<file path="src/rtl/thermostat_ctrl.sv">
// Thermostat controller: turns a valid-qualified temperature sample stream into
// mutually exclusive heater/AC enables. It applies hysteresis on mode exit, a
// minimum run time in HEAT/COOL, a dead time in IDLE before any mode entry, and
// a sensor-timeout FAULT state. All outputs are registered decodes of the
// next state, so they change on the same edge as the state itself.
module thermostat_ctrl #(
  parameter int WIDTH     = 8,
  parameter int LOW_TH    = 20,
  parameter int HIGH_TH   = 25,
  parameter int HYST      = 1,
  parameter int MIN_RUN   = 16,
  parameter int DEAD_TIME = 4,
  parameter int TIMEOUT   = 64
) (
  input  logic             clk,
  input  logic             rst_n,
  input  logic             enable,
  input  logic             temp_valid,
  input  logic [WIDTH-1:0] temperature,
  output logic             heater_on,
  output logic             ac_on,
  output logic [1:0]       state,
  output logic             fault
);

  typedef enum logic [1:0] {
    ST_IDLE  = 2'd0,
    ST_HEAT  = 2'd1,
    ST_COOL  = 2'd2,
    ST_FAULT = 2'd3
  } state_e;

  // Counter widths are just wide enough to hold their saturation value.
  localparam int DW = $clog2(DEAD_TIME + 1);
  localparam int RW = $clog2(MIN_RUN + 1);
  localparam int TW = $clog2(TIMEOUT + 1);

  localparam logic [DW-1:0] DEAD_MAX = DW'(DEAD_TIME);
  localparam logic [DW-1:0] DEAD_ONE = DW'(1);
  localparam logic [DW-1:0] DEAD_ZERO = DW'(0);
  localparam logic [RW-1:0] RUN_MAX  = RW'(MIN_RUN);
  localparam logic [RW-1:0] RUN_ONE  = RW'(1);
  localparam logic [RW-1:0] RUN_ZERO = RW'(0);
  localparam logic [TW-1:0] TO_MAX   = TW'(TIMEOUT);
  localparam logic [TW-1:0] TO_LAST  = TW'(TIMEOUT - 1);
  localparam logic [TW-1:0] TO_ONE   = TW'(1);
  localparam logic [TW-1:0] TO_ZERO  = TW'(0);

  // Entry thresholds and hysteresis-shifted exit thresholds, fixed at elaboration.
  localparam logic [WIDTH-1:0] HEAT_ENTER = WIDTH'(LOW_TH);
  localparam logic [WIDTH-1:0] COOL_ENTER = WIDTH'(HIGH_TH);
  localparam logic [WIDTH-1:0] HEAT_EXIT  = WIDTH'(LOW_TH + HYST);
  localparam logic [WIDTH-1:0] COOL_EXIT  = WIDTH'(HIGH_TH - HYST);

  state_e          state_q, state_d;
  logic [DW-1:0]   dead_q, dead_d;
  logic [RW-1:0]   run_q, run_d;
  logic [TW-1:0]   to_q, to_d;
  logic            heater_q, ac_q, fault_q;

  logic            timeout_s;
  logic            dead_done_s;
  logic            run_done_s;
  logic            want_heat_s;
  logic            want_cool_s;
  logic            heat_exit_s;
  logic            cool_exit_s;

  // Condition decode: the timeout fires on the edge where the silent-cycle count reaches TIMEOUT.
  always_comb begin
    timeout_s   = (~temp_valid) && (to_q >= TO_LAST);
    dead_done_s = (dead_q == DEAD_MAX);
    run_done_s  = (run_q == RUN_MAX);
    want_heat_s = (temperature < HEAT_ENTER);
    want_cool_s = (temperature > COOL_ENTER);
    heat_exit_s = (temperature >= HEAT_EXIT);
    cool_exit_s = (temperature <= COOL_EXIT);
  end

  // Next-state logic; priority is timeout, then FAULT recovery, then enable=0, then thresholds.
  always_comb begin
    state_d = state_q;
    if (timeout_s) begin
      state_d = ST_FAULT;
    end else if (state_q == ST_FAULT) begin
      // The recovering sample only brings us back to IDLE; it is not evaluated further.
      if (temp_valid) begin
        state_d = ST_IDLE;
      end else begin
        state_d = ST_FAULT;
      end
    end else if (!enable) begin
      state_d = ST_IDLE;
    end else if (temp_valid) begin
      case (state_q)
        ST_IDLE: begin
          // Requests made before the dead time expires are dropped, not queued.
          if (dead_done_s && want_heat_s) begin
            state_d = ST_HEAT;
          end else if (dead_done_s && want_cool_s) begin
            state_d = ST_COOL;
          end else begin
            state_d = ST_IDLE;
          end
        end
        ST_HEAT: begin
          if (run_done_s && heat_exit_s) begin
            state_d = ST_IDLE;
          end else begin
            state_d = ST_HEAT;
          end
        end
        ST_COOL: begin
          if (run_done_s && cool_exit_s) begin
            state_d = ST_IDLE;
          end else begin
            state_d = ST_COOL;
          end
        end
        default: begin
          state_d = ST_IDLE;
        end
      endcase
    end else begin
      state_d = state_q;
    end
  end

  // Counter next-state: any state change clears dead/run; temp_valid clears the timeout count.
  always_comb begin
    dead_d = DEAD_ZERO;
    run_d  = RUN_ZERO;
    to_d   = to_q;
    if (temp_valid) begin
      to_d = TO_ZERO;
    end else if (to_q == TO_MAX) begin
      to_d = to_q;
    end else begin
      to_d = to_q + TO_ONE;
    end

    if (state_d != state_q) begin
      dead_d = DEAD_ZERO;
      run_d  = RUN_ZERO;
    end else if (state_q == ST_IDLE) begin
      run_d = RUN_ZERO;
      if (dead_q == DEAD_MAX) begin
        dead_d = dead_q;
      end else begin
        dead_d = dead_q + DEAD_ONE;
      end
    end else if ((state_q == ST_HEAT) || (state_q == ST_COOL)) begin
      dead_d = DEAD_ZERO;
      if (run_q == RUN_MAX) begin
        run_d = run_q;
      end else begin
        run_d = run_q + RUN_ONE;
      end
    end else begin
      dead_d = DEAD_ZERO;
      run_d  = RUN_ZERO;
    end
  end

  // State and counter registers.
  always_ff @(posedge clk or negedge rst_n) begin
    if (!rst_n) begin
      state_q <= ST_IDLE;
      dead_q  <= DEAD_ZERO;
      run_q   <= RUN_ZERO;
      to_q    <= TO_ZERO;
    end else begin
      state_q <= state_d;
      dead_q  <= dead_d;
      run_q   <= run_d;
      to_q    <= to_d;
    end
  end

  // Registered output decode of the next state; heater and AC cannot both be set.
  always_ff @(posedge clk or negedge rst_n) begin
    if (!rst_n) begin
      heater_q <= 1'b0;
      ac_q     <= 1'b0;
      fault_q  <= 1'b0;
    end else begin
      heater_q <= (state_d == ST_HEAT);
      ac_q     <= (state_d == ST_COOL);
      fault_q  <= (state_d == ST_FAULT);
    end
  end

  assign heater_on = heater_q;
  assign ac_on     = ac_q;
  assign fault     = fault_q;
  assign state     = state_q;

endmodule

</file>
<file path="config.mk">
export PLATFORM = sky130hd
export DESIGN_NAME = thermostat_ctrl
export DESIGN_NICKNAME = d
export VERILOG_FILES = /design/src/rtl/thermostat_ctrl.sv
export SDC_FILE = /design/constraint.sdc
export NUM_CORES = 1
export LEC_CHECK = 0
export CAP_MARGIN = 10
export CORE_MARGIN = 2
export CORE_UTILIZATION = 40
export CTS_BUF_LIST = sky130_fd_sc_hd__clkbuf_4 sky130_fd_sc_hd__clkbuf_8
export DETAILED_ROUTE_END_ITERATION = 7
export HOLD_SLACK_MARGIN = 0.06
export PLACE_DENSITY = 0.68
export SLEW_MARGIN = 20
export SYNTH_ARGS = -nofsm -noshare
export SYNTH_HDL_FRONTEND = slang
export SYNTH_SLANG_ARGS = --single-unit
</file>
<file path="constraint.sdc">
create_clock -name clk -period 4.5 [get_ports clk]
set_clock_uncertainty 0.15 [all_clocks]
set_input_delay 0.675 -clock clk [delete_from_list [all_inputs] [get_ports clk]]
set_output_delay 0.675 -clock clk [all_outputs]
set_load 0.02 [all_outputs]
</file>
==> impl_metrics.env, run 1 <==
export IMPL_status="finished clean"
export IMPL_dr_pass1_iters=4
export IMPL_powerDensity_nw_per_um2=327
export IMPL_layout_common_cells="20 x dfrtp_1, 16 x clkdlybuf4s50_1, 14 x a21oi_1"
export IMPL_clk_latency_ns=0.31
export IMPL_drc=0
export IMPL_syn_cell_area_um2=1300
export IMPL_viasPerCell=5.27
export IMPL_cts_hold_buf=0
export IMPL_timing_fmax_mhz=372
export IMPL_drt_initial_drc_count=51
export IMPL_critPathKind="input port to flip-flop"
export IMPL_h_tree_depth=1
export IMPL_synth_cell_types=39
export IMPL_fp_dieW_um=60.9
export IMPL_synth_ff_type="dfrtp_1"
export IMPL_grt_pass1_vias=1038
export IMPL_route_detailed_wl_per_inst_um=13.4
export IMPL_postCtsSetupBuffers=0
export IMPL_cts_clk_slew_worst_paths_ns=0.12
export IMPL_place_hpwl_um=2060
export IMPL_yosysWarnings=0
export IMPL_cts_resized=0
export IMPL_nNetsFinal=177
export IMPL_p_clk_frac=0.299
export IMPL_die_area_um2=3710
export IMPL_crit_path_end_kind="flip-flop"
export IMPL_synth_seq_cells=20
export IMPL_layout_commonest_cell="dfrtp_1"
export IMPL_placed_cell_area_um2=1490
export IMPL_grt_overflow=0
export IMPL_p_seq_frac=0.422
export IMPL_placementRows=20
export IMPL_final_layout_size_suffix_gt1_frac=0.110
export IMPL_max_slew_margin=0.400
export IMPL_wirelength_um=2660
export IMPL_path_max_fanout=8
export IMPL_vias=1044
export IMPL_r2r_slack_ns=1.82
export IMPL_final_core_util=0.502
export IMPL_grt_antenna_before_repair=0
export IMPL_final_area_um2=1550
export IMPL_crit_path_start_kind="input port"
export IMPL_cts_tree="built"
export IMPL_track_usage=0.161
export IMPL_async_flop_share=1.00
export IMPL_internal_power_w=0.000351
export IMPL_critPathRequiredTime_ns=4.57
export IMPL_combPwrFrac=0.279
export IMPL_core_area_um2=3080
export IMPL_worstRegToRegCells=8
export IMPL_p_leak_nw=0.660
export IMPL_p_sw_frac=0.305
export IMPL_cp_arrival_ns=2.76
export IMPL_hold_violations=0
export IMPL_switchingPower_w=0.000154
export IMPL_hold_path_class="flip-flop to flip-flop"
export IMPL_report_final_slew_viol_count=0
export IMPL_ant_nets=0
export IMPL_synthCells=136
export IMPL_period_needed_ns=2.69
export IMPL_ys_seq_area_frac=0.386
export IMPL_synth_nets=158
export IMPL_grt_pass1_wl_um=4450
export IMPL_root_buffer="clkbuf_4"
export IMPL_cts_buffer_depth=2
export IMPL_ir_worst_vdd_mv=0.184
export IMPL_maxCapViolations=0
export IMPL_grt_max_degree=21
export IMPL_io_pins=17
export IMPL_grt_setup_unrepaired="no"
export IMPL_fillers=293
export IMPL_clock_sinks=20
export IMPL_synth_avg_cell_area_um2=9.53
export IMPL_hold_depth=2
export IMPL_min_period_over_period=0.597
export IMPL_areaGrowthSynthToFinish_pct=19.2
export IMPL_worst_slew_pin_slew_ns=0.897
export IMPL_port_buffers=16
export IMPL_numCtsBuffers=3
export IMPL_start_util=0.421
export IMPL_place_gp_congestion=0.821
export IMPL_insertedDiodeCount=0
export IMPL_fin_tns_setup_ns=0
export IMPL_setup_viol=0
export IMPL_die_h_um=60.9
export IMPL_synth_edf_count=0
-- kinds of logic after synthesis --
kind of cell / Yosys count / synth area share
and+or+nand+nor: 49 / 0.214
AOI/OAI and AO/OA: 35 / 0.182
DFF: 20 / 0.386
buffers and inverters: 11 / 0.0405
adders and majority gates: 10 / 0.0965
xor gates and xnor gates: 8 / 0.0541
muxes: 3 / 0.0261
-- path summary, 6_finish.rpt --
| kind | startpoint | endpoint |
|---|---|---|
| worst min register to register | to_q[4] | to_q[4] |
| worst min-delay path | to_q[4] | to_q[4] |
| worst max register to register | state[1] | run_q[2] |
| min in group asynchronous | rst_n | ac_on |
| worst max-delay path | temperature[3] | run_q[2] |
| max in group asynchronous | rst_n | dead_q[1] |
-- registers in the layout (all words and copies together), names as in the netlist --
signal and cells:
to_q 7, dead_q 3, fault 1, run_q 5
ac_on 1, state 2, heater_on 1
-- Yosys cell counts, drive strengths merged, types with 2 or more instances --
| library cell | count | share of area |
|---|---|---|
| ha | 10 | 0.097 |
| xnor2 | 2 | 0.014 |
| buf | 2 | 0.014 |
| nor2 | 9 | 0.026 |
| dfrtp | 20 | 0.39 |
| o211ai | 2 | 0.012 |
| nand2 | 13 | 0.038 |
| mux2 | 3 | 0.026 |
| nand2b | 4 | 0.019 |
| inv | 9 | 0.026 |
| nor3 | 2 | 0.016 |
| xor2 | 6 | 0.041 |
| o21ai | 10 | 0.047 |
| a21oi | 15 | 0.061 |
| nand3 | 8 | 0.031 |
| nand3b | 3 | 0.017 |
-- per-stage QoR --
step	instances	total power, W	hold WS, ns	setup WS [ns]
final	198	0.000505	0.440	1.81
after floorplan	136	0.000314	0.229	2.03
after global routing	198	0.000537	0.469	1.50
after detailed placement	194	0.000357	0.409	1.52
after CTS	198	0.000509	0.440	1.79
after global placement	194	0.000350	0.390	1.60
-- layer usage --
metal / wire, um / vias up / track usage
met5: 0 / - / 0
met4: 39 / 0 / 0.0590
met3: 102 / 4 / 0.0426
met2: 1390 / 19 / 0.289
met1: 1130 / 507 / 0.183
li1: - / 514 / -
-- worst max-delay path, stage by stage --
cell             delay, ns
clkdlybuf4s50_1       0.46
or4b_1                0.53
o21ai_1               0.10
a21oi_1               0.11
or2_1                 0.25
o32a_4                0.43
a21oi_1               0.20
-- power by group through the flow --
stage	clock, W	combinational, W	sequential [W]
after floorplan	0	0.0000984	0.000215
after global placement	0	0.000136	0.000214
after detailed placement	0	0.000141	0.000216
after CTS	0.000154	0.000142	0.000213
after global routing	0.000162	0.000159	0.000216
final	0.000151	0.000141	0.000213
-- final cells by class --
class | count | area [um^2] | share of cell area
multi-input combinational | 105 | 743 | 0.481
sequential | 20 | 500 | 0.324
timing repair buffer | 16 | 160 | 0.104
tap | 44 | 55.1 | 0.0356
inverter | 9 | 33.8 | 0.0219
clock inverter | 1 | 30.0 | 0.0194
clock buffer | 3 | 22.5 | 0.0146
(Power assumes the default switching activity.)
==> inputs of run 2 (changes only) <==
- clock period: 4.5 -> 2.65 ns (I/O delays scaled with it)
==> run 2 against run 1 <==
Net effect: first-iteration DRC count is 20% lower; critical path depth is 1 higher; register-to-register slack worse by 1.6 ns; worst setup slack worse by 1.6 ns; sequential share of layout area is 1.2 points lower; worst hold slack worse by 0.17 ns; final cell count is 4.0% higher; sequential cell count stayed put; combinational power is 79% higher; clock power is 65% higher; largest cell class unchanged.
==> impl_metrics.env, run 2 (synthesized netlist as in run 1, its figures left out) <==
export IMPL_status="finished clean"
export IMPL_drc=0
export IMPL_insertedDiodeCount=0
export IMPL_critPathKind="flip-flop to flip-flop"
export IMPL_areaGrowthSynthToFinish_pct=23.8
export IMPL_met1_length_um=1170
export IMPL_cp_arrival_ns=2.56
export IMPL_fp_dieW_um=60.9
export IMPL_io_pins=17
export IMPL_ir_worst_vdd_mv=0.518
export IMPL_largest_register_ffs=7
export IMPL_cts_hold_buf=0
export IMPL_worst_slew_pin_slew_ns=0.372
export IMPL_wirelength_um=2620
export IMPL_grt_max_degree=21
export IMPL_r2r_slack_ns=0.17
export IMPL_powerDensity_nw_per_um2=534
export IMPL_p_leak_nw=0.701
export IMPL_root_buffer="clkbuf_4"
export IMPL_route_detailed_wl_per_inst_um=12.7
export IMPL_numCtsBuffers=3
export IMPL_path_max_fanout=8
export IMPL_drt_initial_drc_count=41
export IMPL_timing_fmax_mhz=404
export IMPL_place_gp_congestion=0.842
export IMPL_max_slew_margin=0.749
export IMPL_final_layout_size_suffix_gt1_frac=0.154
export IMPL_die_h_um=60.9
export IMPL_layout_commonest_cell="dfrtp_1"
export IMPL_fillers=297
export IMPL_cts_buffer_depth=2
export IMPL_track_usage=0.172
export IMPL_port_buffers=16
export IMPL_grt_pass1_vias=1109
export IMPL_cts_clk_slew_worst_paths_ns=0.12
export IMPL_placementRows=20
export IMPL_dr_wl_met2_um=1360
export IMPL_grt_antenna_before_repair=0
export IMPL_final_area_um2=1610
export IMPL_grt_overflow=0
export IMPL_clk_latency_ns=0.30
export IMPL_crit_path_end_kind="flip-flop"
export IMPL_vias=1051
export IMPL_clock_sinks=20
export IMPL_fin_tns_setup_ns=0
export IMPL_report_final_slew_viol_count=0
export IMPL_grt_pass1_wl_um=4770
export IMPL_placed_cell_area_um2=1550
export IMPL_place_hpwl_um=2140
export IMPL_hold_path_class="input port to async pin"
export IMPL_top_register="to_q"
export IMPL_critPathRequiredTime_ns=2.73
export IMPL_wl_met3_um=63
export IMPL_start_util=0.421
export IMPL_period_needed_ns=2.48
export IMPL_largestRegisters="to_q: 7 flops, run_q: 5 flops, dead_q: 3 flops"
export IMPL_setup_viol=0
export IMPL_hold_violations=0
export IMPL_viasPerCell=5.10
export IMPL_dr_pass1_iters=4
export IMPL_die_area_um2=3710
export IMPL_maxCapViolations=0
export IMPL_layout_common_cells="20 x dfrtp_1, 16 x clkdlybuf4s50_1, 14 x a21oi_1"
export IMPL_core_area_um2=3080
export IMPL_min_period_over_period=0.934
export IMPL_cts_tree="built"
export IMPL_cts_resized=0
export IMPL_postCtsSetupBuffers=0
export IMPL_crit_path_start_kind="flip-flop"
export IMPL_nNetsFinal=185
export IMPL_grt_setup_unrepaired="no"
export IMPL_h_tree_depth=1
export IMPL_highest_layer="met4"
export IMPL_ant_nets=0
==> run 2: cell count changes in the layout (fill, tap and decap cells not counted) <==
cell	delta
buf_4	+8
==> run 2: layer usage <==
layer | vias to the layer above | track usage
li1 | 530 | -
met4 | 0 | 0.0186
met5 | - | 0
met3 | 2 | 0.0384
met1 | 509 | 0.212
met2 | 10 | 0.315
==> run 2: final timing paths <==
kind / startpoint / to / cells past startpoint
min reg2reg: to_q[6] / to_q[6] / 2
min: rst_n / heater_on / 2
max reg2reg: state[1] / run_q[3] / 8
max in group asynchronous: rst_n / dead_q[2] / 2
min in group clk: to_q[6] / to_q[6] / 2
max: state[1] / run_q[3] / 8
==> run 2: cell type report <==
class | count | area, um^2 | share of cell area
multi-input cells | 105 | 743 | 0.463
flip-flops and latches | 20 | 500 | 0.312
repair buffers | 24 | 220 | 0.137
well taps | 44 | 55.1 | 0.0343
inverters | 9 | 33.8 | 0.0210
clock inverters | 1 | 30.0 | 0.0187
clock buffers | 3 | 22.5 | 0.0140
==> run 2: worst max-delay path: stages, from the launching register on <==
cell      delay [ns]
dfrtp_1         0.39
inv_1           0.12
ha_1            0.20
or4b_1          0.45
o21ai_1         0.11
a21oi_1         0.11
or2_1           0.26
o32a_4          0.44
a211oi_2        0.18
==> run 2: power breakdown <==
part	internal [W]	switching, W	leakage [nW]
sequential	0.000333	0.0000227	0.272
clock	0.000153	0.0000958	0.0279
combinational	0.000120	0.000134	0.400
total	0.000605	0.000252	0.701
==> run 2: per-stage QoR <==
stage | power [W] | setup slack (ns) | utilization | hold slack (ns) | cells
global route | 0.000924 | 0.0219 | 0.522 | 0.293 | 206
CTS | 0.000867 | 0.165 | 0.522 | 0.276 | 206
floorplan | 0.000532 | 0.179 | - | -0.0481 | 136
global placement | 0.000607 | 0.0244 | 0.504 | 0.393 | 202
detailed placement | 0.000617 | -0.111 | 0.504 | 0.411 | 202
finish | 0.000857 | 0.174 | 0.522 | 0.272 | 206
==> inputs of run 3 (changes only) <==
- CORE_UTILIZATION: 40 -> 51
- PLACE_DENSITY: 0.68 -> 0.82
==> run 3 against run 2 <==
Net effect: sequential power barely moved; largest power group unchanged; critical endpoint unchanged; first-iteration DRC count fell by 59%; routed wire length rose by 6.3%; die area shrank 20%; utilization grew 12 points; sequential share of layout area is 0.67 points higher; critical path depth is the same; non-clock buffer count is the same.
==> impl_metrics.env, run 3 (synthesized netlist as in run 1, its figures left out) <==
export IMPL_place_gp_congestion=0.887
export IMPL_postCtsSetupBuffers=0
export IMPL_pre_cts_slack_ns=-0.0415
export IMPL_layout_commonest_cell="dfrtp_1"
export IMPL_crit_path_start_kind="flip-flop"
export IMPL_timing_fmax_mhz=402
export IMPL_setup_viol=0
export IMPL_die_area_um2=2960
export IMPL_hold_path_class="input port to async pin"
export IMPL_place_hpwl_um=2120
export IMPL_fillers=202
export IMPL_port_buffers=16
export IMPL_worst_slew_pin_slew_ns=0.525
export IMPL_placementRows=18
export IMPL_nNetsFinal=185
export IMPL_largest_register_ffs=7
export IMPL_placed_cell_area_um2=1540
export IMPL_setup_ws_ns=0.163
export IMPL_h_tree_depth=1
export IMPL_status="finished clean"
export IMPL_numCtsBuffers=3
export IMPL_largestRegisters="to_q: 7 flops, run_q: 5 flops, dead_q: 3 flops"
export IMPL_p_leak_nw=0.693
export IMPL_grt_pass1_vias=1131
export IMPL_cts_clk_slew_worst_paths_ns=0.12
export IMPL_top_register="to_q"
export IMPL_cts_tree="built"
export IMPL_fin_tns_setup_ns=0
export IMPL_grt_setup_unrepaired="no"
export IMPL_dr_pass1_iters=4
export IMPL_worst_hold_slack_ns=0.279
export IMPL_ant_nets=0
export IMPL_wirelength_um=2780
export IMPL_cts_hold_buf=0
export IMPL_regArea_um2=500
export IMPL_powerDensity_nw_per_um2=505
export IMPL_final_layout_size_suffix_gt1_frac=0.154
export IMPL_clock_sinks=20
export IMPL_place_inst=188
export IMPL_die_h_um=54.4
export IMPL_drc=0
export IMPL_grt_max_degree=21
export IMPL_ir_worst_vdd_mv=0.381
export IMPL_drt_initial_drc_count=17
export IMPL_final_area_um2=1570
export IMPL_multiInputGateArea_um2=743
export IMPL_period_needed_ns=2.49
export IMPL_io_pins=17
export IMPL_root_buffer="clkbuf_4"
export IMPL_hold_violations=0
export IMPL_cts_resized=0
export IMPL_grt_antenna_before_repair=0
export IMPL_vias=1098
export IMPL_report_final_slew_viol_count=0
export IMPL_critPathRequiredTime_ns=2.72
export IMPL_viasPerCell=5.72
export IMPL_layout_common_cells="20 x dfrtp_1, 16 x clkdlybuf4s50_1, 14 x a21oi_1"
export IMPL_areaGrowthSynthToFinish_pct=21.2
export IMPL_fp_dieW_um=54.4
export IMPL_grt_overflow=0
export IMPL_insertedDiodeCount=0
export IMPL_critPathKind="flip-flop to flip-flop"
export IMPL_min_period_over_period=0.938
export IMPL_fin_cells=192
export IMPL_route_detailed_wl_per_inst_um=14.5
export IMPL_clk_latency_ns=0.30
export IMPL_crit_path_end_kind="flip-flop"
export IMPL_grt_pass1_wl_um=4950
export IMPL_core_area_um2=2430
export IMPL_cts_buffer_depth=2
export IMPL_max_slew_margin=0.650
export IMPL_worstRegToRegCells=8
export IMPL_cp_arrival_ns=2.56
export IMPL_maxCapViolations=0
export IMPL_start_util=0.533
export IMPL_path_max_fanout=8
export IMPL_track_usage=0.234
run 3: path summary, 6_finish.rpt:
kind                          start        to  slack, ns
min in group clk            to_q[4]   to_q[4]       0.43
setup reg to reg           state[1]  run_q[3]       0.16
max in group asynchronous     rst_n   to_q[4]       1.86
hold / removal                rst_n   to_q[6]       0.28
hold reg to reg             to_q[4]   to_q[4]       0.43
setup / recovery           state[1]  run_q[3]       0.16
run 3: per-stage QoR:
| step | util | power [W] |
|---|---|---|
| 2_1_floorplan | - | 0.000532 |
| 3_3_place_gp | 0.631 | 0.000604 |
| 3_5_place_dp | 0.631 | 0.000617 |
| 4_1_cts | 0.646 | 0.000796 |
| 5_1_grt | 0.646 | 0.000852 |
| 6_report | 0.646 | 0.000793 |
run 3: power breakdown:
group | total [W] | leakage, nW | switching, W | internal (W)
Sequential | 0.000354 | 0.272 | 0.0000217 | 0.000333
Clock | 0.000180 | 0.0210 | 0.0000968 | 0.0000837
Combinational | 0.000258 | 0.399 | 0.000138 | 0.000121
Total | 0.000793 | 0.693 | 0.000256 | 0.000537
run 3: area by class of cell:
| class | count | share of cell area |
|---|---|---|
| Clock buffer | 4 | 0.0231 |
| Inverter | 9 | 0.0215 |
| Multi-Input combinational cell | 105 | 0.473 |
| Sequential cell | 20 | 0.318 |
| Tap cell | 30 | 0.0239 |
| Timing Repair Buffer | 24 | 0.140 |
run 3: worst max-delay path, stage by stage (launching register included):
cell,delay [ns]
dfrtp_1,0.40
inv_1,0.14
ha_1,0.21
or4b_1,0.45
o21ai_1,0.09
a21oi_1,0.11
or2_1,0.26
o32a_4,0.44
a211oi_2,0.18
run 3: metal layers:
layer,track usage,up-vias,part of all wire
met5,0,-,0
met4,0.0625,0,0.012
met3,0.0355,4,0.027
met2,0.450,24,0.54
met1,0.263,540,0.42
li1,-,530,-
